`src/rtl/mips_mem_pkg.sv`:
```
`default_nettype none
//------------------------------------------------------------------------------
// Package     : mips_mem_pkg
// Description : Shared definitions for the MEM-stage load/store unit.
//               MIPS load/store opcodes, the LSU state encoding, the
//               access-size codes and small opcode decode helpers.
// Revision    : 1.0 - initial release
//------------------------------------------------------------------------------
package mips_mem_pkg;

  // Load opcodes
  localparam logic [5:0] OP_LB  = 6'h20;
  localparam logic [5:0] OP_LH  = 6'h21;
  localparam logic [5:0] OP_LW  = 6'h23;
  localparam logic [5:0] OP_LBU = 6'h24;
  localparam logic [5:0] OP_LHU = 6'h25;
  // Store opcodes
  localparam logic [5:0] OP_SB  = 6'h28;
  localparam logic [5:0] OP_SH  = 6'h29;
  localparam logic [5:0] OP_SW  = 6'h2B;

  typedef enum logic [1:0] {
    ST_IDLE = 2'd0,
    ST_BUSY = 2'd1,
    ST_DONE = 2'd2
  } lsu_state_t;

  typedef enum logic [1:0] {
    SZ_BYTE = 2'd0,
    SZ_HALF = 2'd1,
    SZ_WORD = 2'd2
  } lsu_size_t;

  function automatic logic op_is_load(input logic [5:0] op);
    return (op == OP_LB) || (op == OP_LH) || (op == OP_LW) ||
           (op == OP_LBU) || (op == OP_LHU);
  endfunction

  function automatic logic op_is_store(input logic [5:0] op);
    return (op == OP_SB) || (op == OP_SH) || (op == OP_SW);
  endfunction

  function automatic logic op_is_unsigned(input logic [5:0] op);
    return (op == OP_LBU) || (op == OP_LHU);
  endfunction

  function automatic lsu_size_t op_size(input logic [5:0] op);
    lsu_size_t sz;
    case (op)
      OP_LB, OP_LBU, OP_SB: sz = SZ_BYTE;
      OP_LH, OP_LHU, OP_SH: sz = SZ_HALF;
      default:              sz = SZ_WORD;
    endcase
    return sz;
  endfunction

endpackage
`default_nettype wire

```
`src/rtl/lsu_lane_align.sv`:
```
`default_nettype none
//------------------------------------------------------------------------------
// Module      : lsu_lane_align
// Description : Combinational byte-lane steering for the load/store unit
//               (little-endian, lane 0 = bits 7:0).
//               Request side : byte enables and lane-replicated store data.
//               Load side    : lane extraction with sign/zero extension.
// Ports       : req_size/req_lane/req_data -> req_be, req_wdata
//               ld_size/ld_unsigned/ld_lane/ld_word -> ld_data
// Revision    : 1.0 - initial release
//------------------------------------------------------------------------------
module lsu_lane_align
  import mips_mem_pkg::*;
(
  input  lsu_size_t   req_size,
  input  logic [1:0]  req_lane,
  input  logic [31:0] req_data,
  output logic [3:0]  req_be,
  output logic [31:0] req_wdata,
  input  lsu_size_t   ld_size,
  input  logic        ld_unsigned,
  input  logic [1:0]  ld_lane,
  input  logic [31:0] ld_word,
  output logic [31:0] ld_data
);

  logic [7:0]  w_byte;
  logic [15:0] w_half;

  // Sub-word stores replicate the datum so memory can pick any lane by BE.
  always_comb begin
    req_be    = 4'b1111;
    req_wdata = req_data;
    case (req_size)
      SZ_BYTE: begin
        req_be    = 4'b0001 << req_lane;
        req_wdata = {4{req_data[7:0]}};
      end
      SZ_HALF: begin
        req_be    = req_lane[1] ? 4'b1100 : 4'b0011;
        req_wdata = {2{req_data[15:0]}};
      end
      default: begin
        req_be    = 4'b1111;
        req_wdata = req_data;
      end
    endcase
  end

  always_comb begin
    w_byte = ld_word[7:0];
    case (ld_lane)
      2'd0:    w_byte = ld_word[7:0];
      2'd1:    w_byte = ld_word[15:8];
      2'd2:    w_byte = ld_word[23:16];
      default: w_byte = ld_word[31:24];
    endcase
    w_half = ld_lane[1] ? ld_word[31:16] : ld_word[15:0];

    ld_data = ld_word;
    case (ld_size)
      SZ_BYTE: ld_data = ld_unsigned ? {24'd0, w_byte} : {{24{w_byte[7]}}, w_byte};
      SZ_HALF: ld_data = ld_unsigned ? {16'd0, w_half} : {{16{w_half[15]}}, w_half};
      default: ld_data = ld_word;
    endcase
  end

endmodule
`default_nettype wire

```
`src/rtl/mem_stage_lsu.sv`:
```
`default_nettype none
//------------------------------------------------------------------------------
// Module      : mem_stage_lsu
// Description : MEM-stage load/store unit. Decodes load/store opcodes,
//               runs a req/ready handshake to data memory, stalls the
//               pipeline while an access is outstanding and registers the
//               extended load data for the MEM/WB register.
//               Sequence per access: IDLE (start) -> BUSY (>=1) -> DONE (1).
// Ports       : CLK, RESET (async, active high)
//               EX/MEM side : MEM_Opcode, MEM_MemRead, MEM_MemWrite,
//                             MEM_ALU_RESULT, MEM_WR_DATA
//               Pipeline    : MEM_RD_DATA, MEM_STALL, MEM_MISALIGN, MEM_BUS_ERR
//               Data memory : dmem_req, dmem_we, dmem_addr, dmem_be,
//                             dmem_wdata, dmem_ready, dmem_rdata
// Options     : MEM_TIMEOUT_EN - abandon a BUSY access after TIMEOUT_CYCLES
//               cycles without dmem_ready and pulse MEM_BUS_ERR in DONE.
//               Without it BUSY waits indefinitely and MEM_BUS_ERR is 0.
// Revision    : 1.0 - initial release
//------------------------------------------------------------------------------
module mem_stage_lsu
  import mips_mem_pkg::*;
#(
  parameter int ADDR_W = 32
`ifdef MEM_TIMEOUT_EN
  ,
  parameter int TIMEOUT_CYCLES = 256
`endif
) (
  input  logic              CLK,
  input  logic              RESET,
  input  logic [5:0]        MEM_Opcode,
  input  logic              MEM_MemRead,
  input  logic              MEM_MemWrite,
  input  logic [31:0]       MEM_ALU_RESULT,
  input  logic [31:0]       MEM_WR_DATA,
  output logic [31:0]       MEM_RD_DATA,
  output logic              MEM_STALL,
  output logic              MEM_MISALIGN,
  output logic              MEM_BUS_ERR,
  output logic              dmem_req,
  output logic              dmem_we,
  output logic [ADDR_W-1:0] dmem_addr,
  output logic [3:0]        dmem_be,
  output logic [31:0]       dmem_wdata,
  input  logic              dmem_ready,
  input  logic [31:0]       dmem_rdata
);

  lsu_state_t        r_state;
  lsu_state_t        w_next_state;

  logic              w_is_load;
  logic              w_is_store;
  logic              w_access;
  logic              w_misalign;
  logic              w_start;
  logic              w_complete;
  logic              w_timeout;
  logic              w_stall;
  lsu_size_t         w_size;
  logic [3:0]        w_be;
  logic [31:0]       w_wdata;
  logic [31:0]       w_ld_data;

  logic              r_req;
  logic              r_we;
  logic [ADDR_W-1:0] r_addr;
  logic [3:0]        r_be;
  logic [31:0]       r_wdata;
  logic [31:0]       r_rd_data;
  logic              r_is_load;
  logic              r_ld_unsigned;
  lsu_size_t         r_ld_size;
  logic [1:0]        r_lane;

  // Opcode decode; unknown opcodes with MemRead/MemWrite mean no access.
  always_comb begin
    w_is_load  = MEM_MemRead  && op_is_load(MEM_Opcode);
    w_is_store = MEM_MemWrite && op_is_store(MEM_Opcode);
    w_access   = w_is_load || w_is_store;
    w_size     = op_size(MEM_Opcode);
    w_misalign = 1'b0;
    case (w_size)
      SZ_HALF: w_misalign = w_access && MEM_ALU_RESULT[0];
      SZ_WORD: w_misalign = w_access && (MEM_ALU_RESULT[1:0] != 2'b00);
      default: w_misalign = 1'b0;
    endcase
    w_start    = (r_state == ST_IDLE) && w_access && !w_misalign;
    w_complete = (r_state == ST_BUSY) && dmem_ready;
  end

  lsu_lane_align u_lane_align (
    .req_size    (w_size),
    .req_lane    (MEM_ALU_RESULT[1:0]),
    .req_data    (MEM_WR_DATA),
    .req_be      (w_be),
    .req_wdata   (w_wdata),
    .ld_size     (r_ld_size),
    .ld_unsigned (r_ld_unsigned),
    .ld_lane     (r_lane),
    .ld_word     (dmem_rdata),
    .ld_data     (w_ld_data)
  );

`ifdef MEM_TIMEOUT_EN
  localparam int TMO_W = $clog2(TIMEOUT_CYCLES + 1);

  logic [TMO_W-1:0] r_tmo_cnt;
  logic             r_bus_err;

  always_ff @(posedge CLK or posedge RESET) begin
    if (RESET) begin
      r_tmo_cnt <= '0;
      r_bus_err <= 1'b0;
    end else begin
      if (w_start) begin
        r_tmo_cnt <= '0;
      end else if (r_state == ST_BUSY) begin
        r_tmo_cnt <= r_tmo_cnt + TMO_W'(1);
      end
      // High only for the DONE cycle that follows a timeout.
      r_bus_err <= w_timeout;
    end
  end

  // Count value k marks the (k+1)-th BUSY cycle.
  assign w_timeout   = (r_state == ST_BUSY) && !dmem_ready &&
                       (r_tmo_cnt == TMO_W'(TIMEOUT_CYCLES - 1));
  assign MEM_BUS_ERR = r_bus_err;
`else
  assign w_timeout   = 1'b0;
  assign MEM_BUS_ERR = 1'b0;
`endif

  // State register
  always_ff @(posedge CLK or posedge RESET) begin
    if (RESET) begin
      r_state <= ST_IDLE;
    end else begin
      r_state <= w_next_state;
    end
  end

  // Next state and stall. DONE drops the stall for one cycle so MEM/WB
  // captures MEM_RD_DATA before the next instruction can start.
  always_comb begin
    w_next_state = r_state;
    w_stall      = 1'b0;
    case (r_state)
      ST_IDLE: begin
        w_stall = w_start;
        if (w_start) w_next_state = ST_BUSY;
      end
      ST_BUSY: begin
        w_stall = 1'b1;
        if (w_complete || w_timeout) w_next_state = ST_DONE;
      end
      ST_DONE: begin
        w_stall      = 1'b0;
        w_next_state = ST_IDLE;
      end
      default: begin
        w_stall      = 1'b0;
        w_next_state = ST_IDLE;
      end
    endcase
  end

  // Request latch and load-data register. Request fields stay frozen from
  // launch until completion, so memory may sample them on any BUSY cycle.
  always_ff @(posedge CLK or posedge RESET) begin
    if (RESET) begin
      r_req         <= 1'b0;
      r_we          <= 1'b0;
      r_addr        <= '0;
      r_be          <= 4'b0000;
      r_wdata       <= '0;
      r_rd_data     <= '0;
      r_is_load     <= 1'b0;
      r_ld_unsigned <= 1'b0;
      r_ld_size     <= SZ_BYTE;
      r_lane        <= 2'b00;
    end else if (w_start) begin
      r_req         <= 1'b1;
      r_we          <= w_is_store;
      r_addr        <= {MEM_ALU_RESULT[ADDR_W-1:2], 2'b00};
      r_be          <= w_be;
      r_wdata       <= w_wdata;
      r_is_load     <= w_is_load;
      r_ld_unsigned <= op_is_unsigned(MEM_Opcode);
      r_ld_size     <= w_size;
      r_lane        <= MEM_ALU_RESULT[1:0];
    end else if (w_complete) begin
      r_req <= 1'b0;
      if (r_is_load) r_rd_data <= w_ld_data;
    end else if (w_timeout) begin
      r_req     <= 1'b0;
      r_rd_data <= '0;
    end
  end

  // Reset forces the combinational flags low as well as the registers.
  assign MEM_STALL    = w_stall && !RESET;
  assign MEM_MISALIGN = w_misalign && (r_state == ST_IDLE) && !RESET;
  assign MEM_RD_DATA  = r_rd_data;
  assign dmem_req     = r_req;
  assign dmem_we      = r_we;
  assign dmem_addr    = r_addr;
  assign dmem_be      = r_be;
  assign dmem_wdata   = r_wdata;

endmodule
`default_nettype wire
```
`config.mk`:
```
export PLATFORM = sky130hd
export DESIGN_NAME = mem_stage_lsu
export DESIGN_NICKNAME = d
export VERILOG_FILES = /design/src/rtl/mips_mem_pkg.sv /design/src/rtl/lsu_lane_align.sv /design/src/rtl/mem_stage_lsu.sv
export SDC_FILE = /design/constraint.sdc
export NUM_CORES = 1
export LEC_CHECK = 0
export ABC_AREA = 1
export ABC_CLOCK_PERIOD_IN_PS = 7100
export BUFFER_PORTS_ARGS = -buffer_cell sky130_fd_sc_hd__buf_2
export CAP_MARGIN = 0
export CORE_ASPECT_RATIO = 1.4
export CORE_UTILIZATION = 45
export CTS_CLUSTER_SIZE = 8
export DETAILED_ROUTE_END_ITERATION = 10
export PLACE_DENSITY = 0.74
export SYNTH_ARGS = -nofsm -noshare
export SYNTH_HDL_FRONTEND = slang
export SYNTH_HIERARCHICAL = 1
export SYNTH_SLANG_ARGS = --single-unit
```
`constraint.sdc`:
```
create_clock -name CLK -period 7.1 [get_ports CLK]
set_input_delay 0 -clock CLK [delete_from_list [all_inputs] [get_ports CLK]]
set_output_delay 0 -clock CLK [all_outputs]
set_load 0.02 [all_outputs]
```
### Yosys cells after proc, flatten, opt, wreduce, memory -nomap -nowiden

Cells that the tools add are included.
Widths: inputs -> output; s select.

| cells by class | value |
|---|---|
| bitwise gates (word level) | 1 |
| equal/unequal tests | 16 |
| muxes and demuxes | 16 |
| shift operators | 1 |
| reductions and logical operators | 30 |

Operators with widths:

| cell | count |
|---|---|
| $pmux 32 s2 | 2 |
| $mux 32 | 2 |
| $eq 6x6->1 const B | 8 |
| $pmux 8 s3 | 1 |
| $mux 16 | 1 |
| $logic_and 1x1->1 | 10 |
| $eq 2x1->1 const B | 4 |
| $logic_not 2->1 | 4 |
| $logic_or 1x1->1 | 8 |
| $pmux 2 s2 | 2 |
| $pmux 4 s2 | 1 |
| $reduce_or 3->1 | 2 |
| $eq 2x2->1 const B | 2 |
| $mux 2 | 2 |
| $mux 4 | 1 |
| $ne 2x2->1 const B | 2 |
| $pmux 1 s2 | 2 |
| $reduce_bool 2->1 | 2 |
| $shl 1x2->4 const A | 1 |
| $reduce_and 3->1 | 1 |
| $logic_not 1->1 | 2 |
| $mux 1 | 2 |
| $reduce_and 2->1 | 1 |
| $not 1->1 | 1 |

| storage, ports and cells | value |
|---|---|
| input port bits | 107 |
| word-level logic and storage cells | 75 |
| flip-flop bits (word level) | 108 |

### Depth between registers and ports, before layout

| logic depth | value |
|---|---|
| depth after elaboration | 13 |
| gate-level depth with buffers | 11 |
| depth with buffers taken out | 10 |

### By module

The synthesis kept the hierarchy.

Modules (own cells, without submodules):

| module | instances | area an instance (sq um) | cells an instance | sequential area each (sq um) |
|---|---|---|---|---|
| mem_stage_lsu | 1 | 4367.9 | 429 | 2702.6 |
| lsu_lane_align | 1 | 1278.7 | 249 | 0.0 |

### Worst setup path after synthesis

Ideal clock, no wire load.

| path | value |
|---|---|
| path type | reg2reg |
| start | register r_lane[1] |
| end | register r_rd_data[20], in the netlist MEM_RD_DATA[20] |
| library setup time | 0.125 ns |
| data arrival time | 1.326 ns |
| required time | 6.975 ns |
| cell stages (with the launch flop) | 8 |
| slack | 5.649 ns |
| clock period less this slack | 1.451 ns |
| cell sequence | dfrtp_1 > buf_6 > o21ai_1 > nand3_1 > nand3_4 > buf_12 > nand3_2 > mux2_2 |

| on the way | value |
|---|---|
| cells in the longest elaborated chain, start to end | 4 |
| elaborated cells on any way between the ends | 8 |
| those cells by class | 2 x eq/ne; 5 x mux; 1 x reduce/logical |

Ends and longest elaborated chain:

| what | line | text |
|---|---|---|
| start: declaration | mem_stage_lsu.sv:74 | `logic [1:0] r_lane;` |
| start signal: assignment | mem_stage_lsu.sv:192 | `r_lane <= MEM_ALU_RESULT[1:0];` |
| $eq 2x2->1, or another cell as far along | lsu_lane_align.sv:52 | `case (ld_lane)` |
| $pmux 8 s3 | lsu_lane_align.sv:52 |  |
| $mux 32 | lsu_lane_align.sv:62 | `SZ_BYTE: ld_data = ld_unsigned ? {24'd0, w_byte} : {{24{w_byte[7]}}, w_byte};` |
| $pmux 32 s2 (*) | lsu_lane_align.sv:61 | `case (ld_size)` |
| net w_ld_data[20] | mem_stage_lsu.sv:63 | `logic [31:0] w_ld_data;` |
| end signal: assignment | mem_stage_lsu.sv:195 | `if (r_is_load) r_rd_data <= w_ld_data;` |
| end: declaration | mem_stage_lsu.sv:70 | `logic [31:0] r_rd_data;` |

Mark *: on every way through the listed nets, which the timed path passes. The rest lies on a longest branch.
A chain may end at the register's enable or synchronous reset.

### Worst setup path in the final report

| path | value |
|---|---|
| start | input port MEM_ALU_RESULT[0] |
| end | register r_addr[27], in the netlist dmem_addr[27] |

| on the way | value |
|---|---|
| cells in the longest elaborated chain, start to end | 5 |
| elaborated cells on any way between the ends | 6 |
| those cells by class | 1 x mux; 5 x reduce/logical |

Ends and longest elaborated chain:

| what | line | text |
|---|---|---|
| start: declaration | mem_stage_lsu.sv:34 | `input logic [31:0] MEM_ALU_RESULT,` |
| $reduce_bool 2->1 | mem_stage_lsu.sv:85 | `SZ_WORD: w_misalign = w_access && (MEM_ALU_RESULT[1:0] != 2'b00);` |
| $logic_and 1x1->1 | mem_stage_lsu.sv:85 |  |
| $pmux 1 s2 (*) | mem_stage_lsu.sv:83 | `case (w_size)` |
| $logic_not 1->1 (*) | mem_stage_lsu.sv:88 | `w_start = (r_state == ST_IDLE) && w_access && !w_misalign;` |
| $logic_and 1x1->1 (*) | mem_stage_lsu.sv:88 |  |
| end signal: assignment | mem_stage_lsu.sv:186 | `r_addr <= {MEM_ALU_RESULT[ADDR_W-1:2], 2'b00};` |
| end: declaration | mem_stage_lsu.sv:67 | `logic [ADDR_W-1:0] r_addr;` |

Every way passes the cells marked *; elsewhere a longest branch is shown, timed or not.

==> run metrics <==
clk_lat worst skew=350 ps; Num CTS Buffers=9; vias in the first global route=5,410; Req. time, crit path=7340 ps; Final Hold Viols=1; mapped cell area=5650 sq um; commonest non-fill, non-tap cell in the layout=nand2_1; CP Launch Type=input pin; P_leak=4.33 nW; vias=5,420; Max Slew Vio Count=0; post-CTS setup buffer count=0; warnings from Yosys=6; CTS-repair resized insts=0; Slew HR=0.203; pwr dens=291 nW/um^2; clock share of power=0.253; Syn Area/Cell=8.33 sq um; nets@finish=1,010; switching pwr=0.812 mW; routed len/inst=14.9 um; CP arrival=3100 ps; overall die height=135 um; Critical Path End Type=flop; Antenna Cells=0; largest net degree at the start of global routing=75; Endpoint, Worst Hold=dmem_wdata[19]$_DFFE_PP0P_; post-synthesis sequential area ratio=0.479; part of the power in registers=0.401; Ports=212; vias per cell=5.13; Yosys cell types=29; Hold Buf Count CTS=51; initial antenna violation count=0; R2R Path Start=r_state[1]$_DFFE_PP0P_; Final Skew=8.40 ps; port bufs=208; Post-Syn Instances=678; H-tree depth=3; period utilisation layout=0.402; switching part of the total=0.377; Final Wtd Congestion=0.864; DIE AREA=13,000 sq um; worst slew pin tran=1200 ps; Root Driver=clkbuf_16; DP Cell Count=991; run status=finished with violations; final setup TNS=0 ps; die width=96.7 um; Hold Path Depth=5; Crit Path Category=in2reg; Area Overhead vs Synth=31.0%; RSZ-0062 raised after global routing=false; CTS sink count=108; Fmax=350 MHz; first-pass GRT wire length=25.6 mm; post-synthesis register bit count=108; Clock transition at path regs=70 ps; worst hold slack=-0.446 ps; hold crit path type=in2reg; DRC Markers=0; max-capacitance violation count=0; R2R Setup Slk=4270 ps; crit-path max FO=74; Tmin final=2860 ps; GRT Overall Usage=0.246; failing checks=negative hold slack; final setup violation count=0; drt initial violations=296; dpl hpwl=10.6 mm; Final Non-Filler Cells=1,057; r2r worst-path depth=7; post-route ant nets=0; VDD IR-drop max=151 uV; internal power=1.34 mW; most frequent cells in the layout=nand2_1 (288), buf_2 (208), dfrtp_1 (108); Initial DRT Pass Iterations=5; initial core utilization=0.461; GRT overflow=0; clk buf depth=2; CTS tree=done; Comb power frac=0.346; number of placement rows=48; layout cells sized above 1=0.325; detailed-route wire length=15.7 mm; Worst Min Path Start=MEM_WR_DATA[19]; RR Endpoint=dmem_addr[27]$_DFFE_PP0P_; Core ar.=12,300 sq um
-- power groups by stage --
stage	Combinational [mW]	Clock, mW	Sequential (mW)
5_1_grt	0.811	0.584	0.885
4_1_cts	0.745	0.561	0.861
6_report	0.744	0.544	0.863
3_3_place_gp	0.710	0	0.872
2_1_floorplan	0.344	0	1.01
3_5_place_dp	0.725	0	0.869
-- final cells by class --
type,instances,area [sq um]
fillers,1151,4860
well taps,150,188
multi-input cells,492,2490
inverters,28,108
repair buffers,264,1590
clock inverters,6,95.1
flip-flops and latches,108,2700
clock buffers,9,225
-- cell usage after synthesis --
cell type / n / area [sq um]
a21oi_1: 10 / 50.1
a21oi_2: 1 / 8.76
buf_12: 2 / 40.0
buf_2: 15 / 75.1
buf_4: 19 / 143
buf_6: 7 / 78.8
clkbuf_1: 9 / 33.8
conb_1: 1 / 3.75
dfrtp_1: 108 / 2700
inv_1: 27 / 101
inv_2: 1 / 3.75
mux2_2: 32 / 360
nand2_1: 288 / 1080
nand2_2: 3 / 18.8
nand3_1: 87 / 435
nand3_2: 20 / 200
nand3_4: 2 / 35.0
nand3b_1: 1 / 7.51
nand4_1: 2 / 12.5
nor2_1: 10 / 37.5
nor2_2: 1 / 6.26
nor2_4: 1 / 11.3
nor3_2: 1 / 10.0
o211ai_1: 10 / 75.1
o21a_4: 1 / 15.0
o21ai_0: 15 / 75.1
o21ai_1: 1 / 5.00
o21bai_1: 1 / 7.51
or2_2: 2 / 12.5
-- how the worst max path moves through the flow --
stage                                 startpoint                         end
after global placement    r_state[0]$_DFFE_PP0P_   dmem_addr[30]$_DFFE_PP0P_
after floorplan                            RESET  MEM_RD_DATA[0]$_DFFE_PP0P_
after global routing      r_state[1]$_DFFE_PP0P_   dmem_addr[26]$_DFFE_PP0P_
after detailed placement  r_state[0]$_DFFE_PP0P_   dmem_wdata[8]$_DFFE_PP0P_
after CTS                      MEM_ALU_RESULT[0]                   MEM_STALL
final                          MEM_ALU_RESULT[0]   dmem_addr[27]$_DFFE_PP0P_
-- sequential cells by signal, indices dropped and copies added, names as in the netlist, 2 cells and up --
signal and cells:
MEM_RD_DATA 32, dmem_be 4, r_ld_size 2, dmem_addr 30
dmem_wdata 32, r_lane 2, r_state 2
-- cells by family after synthesis --
kind of cell           count (synthesis)  share of synthesized area
and+or+nand+nor                      418                      0.331
DFF                                  108                      0.479
buffers and inverters                 80                     0.0842
AOI/OAI and AO/OA                     39                     0.0419
muxes                                 32                     0.0638
other                                  1                   0.000664
-- metrics by stage --
step	utilization	instance area, sq um	total power, mW	hold slack [ps]	setup WS [ps]
finish	0.604	7390	2.15	-0.446	4240
detailed placement	0.536	6560	1.59	137	4330
CTS	0.604	7390	2.17	3.84	4270
global placement	0.536	6560	1.58	126	4330
floorplan	-	5650	1.36	41.6	4250
global route	0.604	7390	2.28	25.1	4110
-- worst max-delay path, stage by stage --
cell	delay, ps
dlygate4sd3_1	540
buf_2	160
or2_2	340
a21oi_4	140
buf_4	600
nand2_2	590
buf_4	460
nand2_1	130
nand2_1	60
-- per-layer routing --
layer,routed length [um],up-vias,share of wire,GRT usage
met1,6230,2533,0.40,0.295
met5,0,-,0,0
met2,7980,228,0.51,0.424
met3,928,41,0.059,0.0445
li1,-,2618,-,-
met4,601,0,0.038,0.120
(Power assumes the default switching activity.)
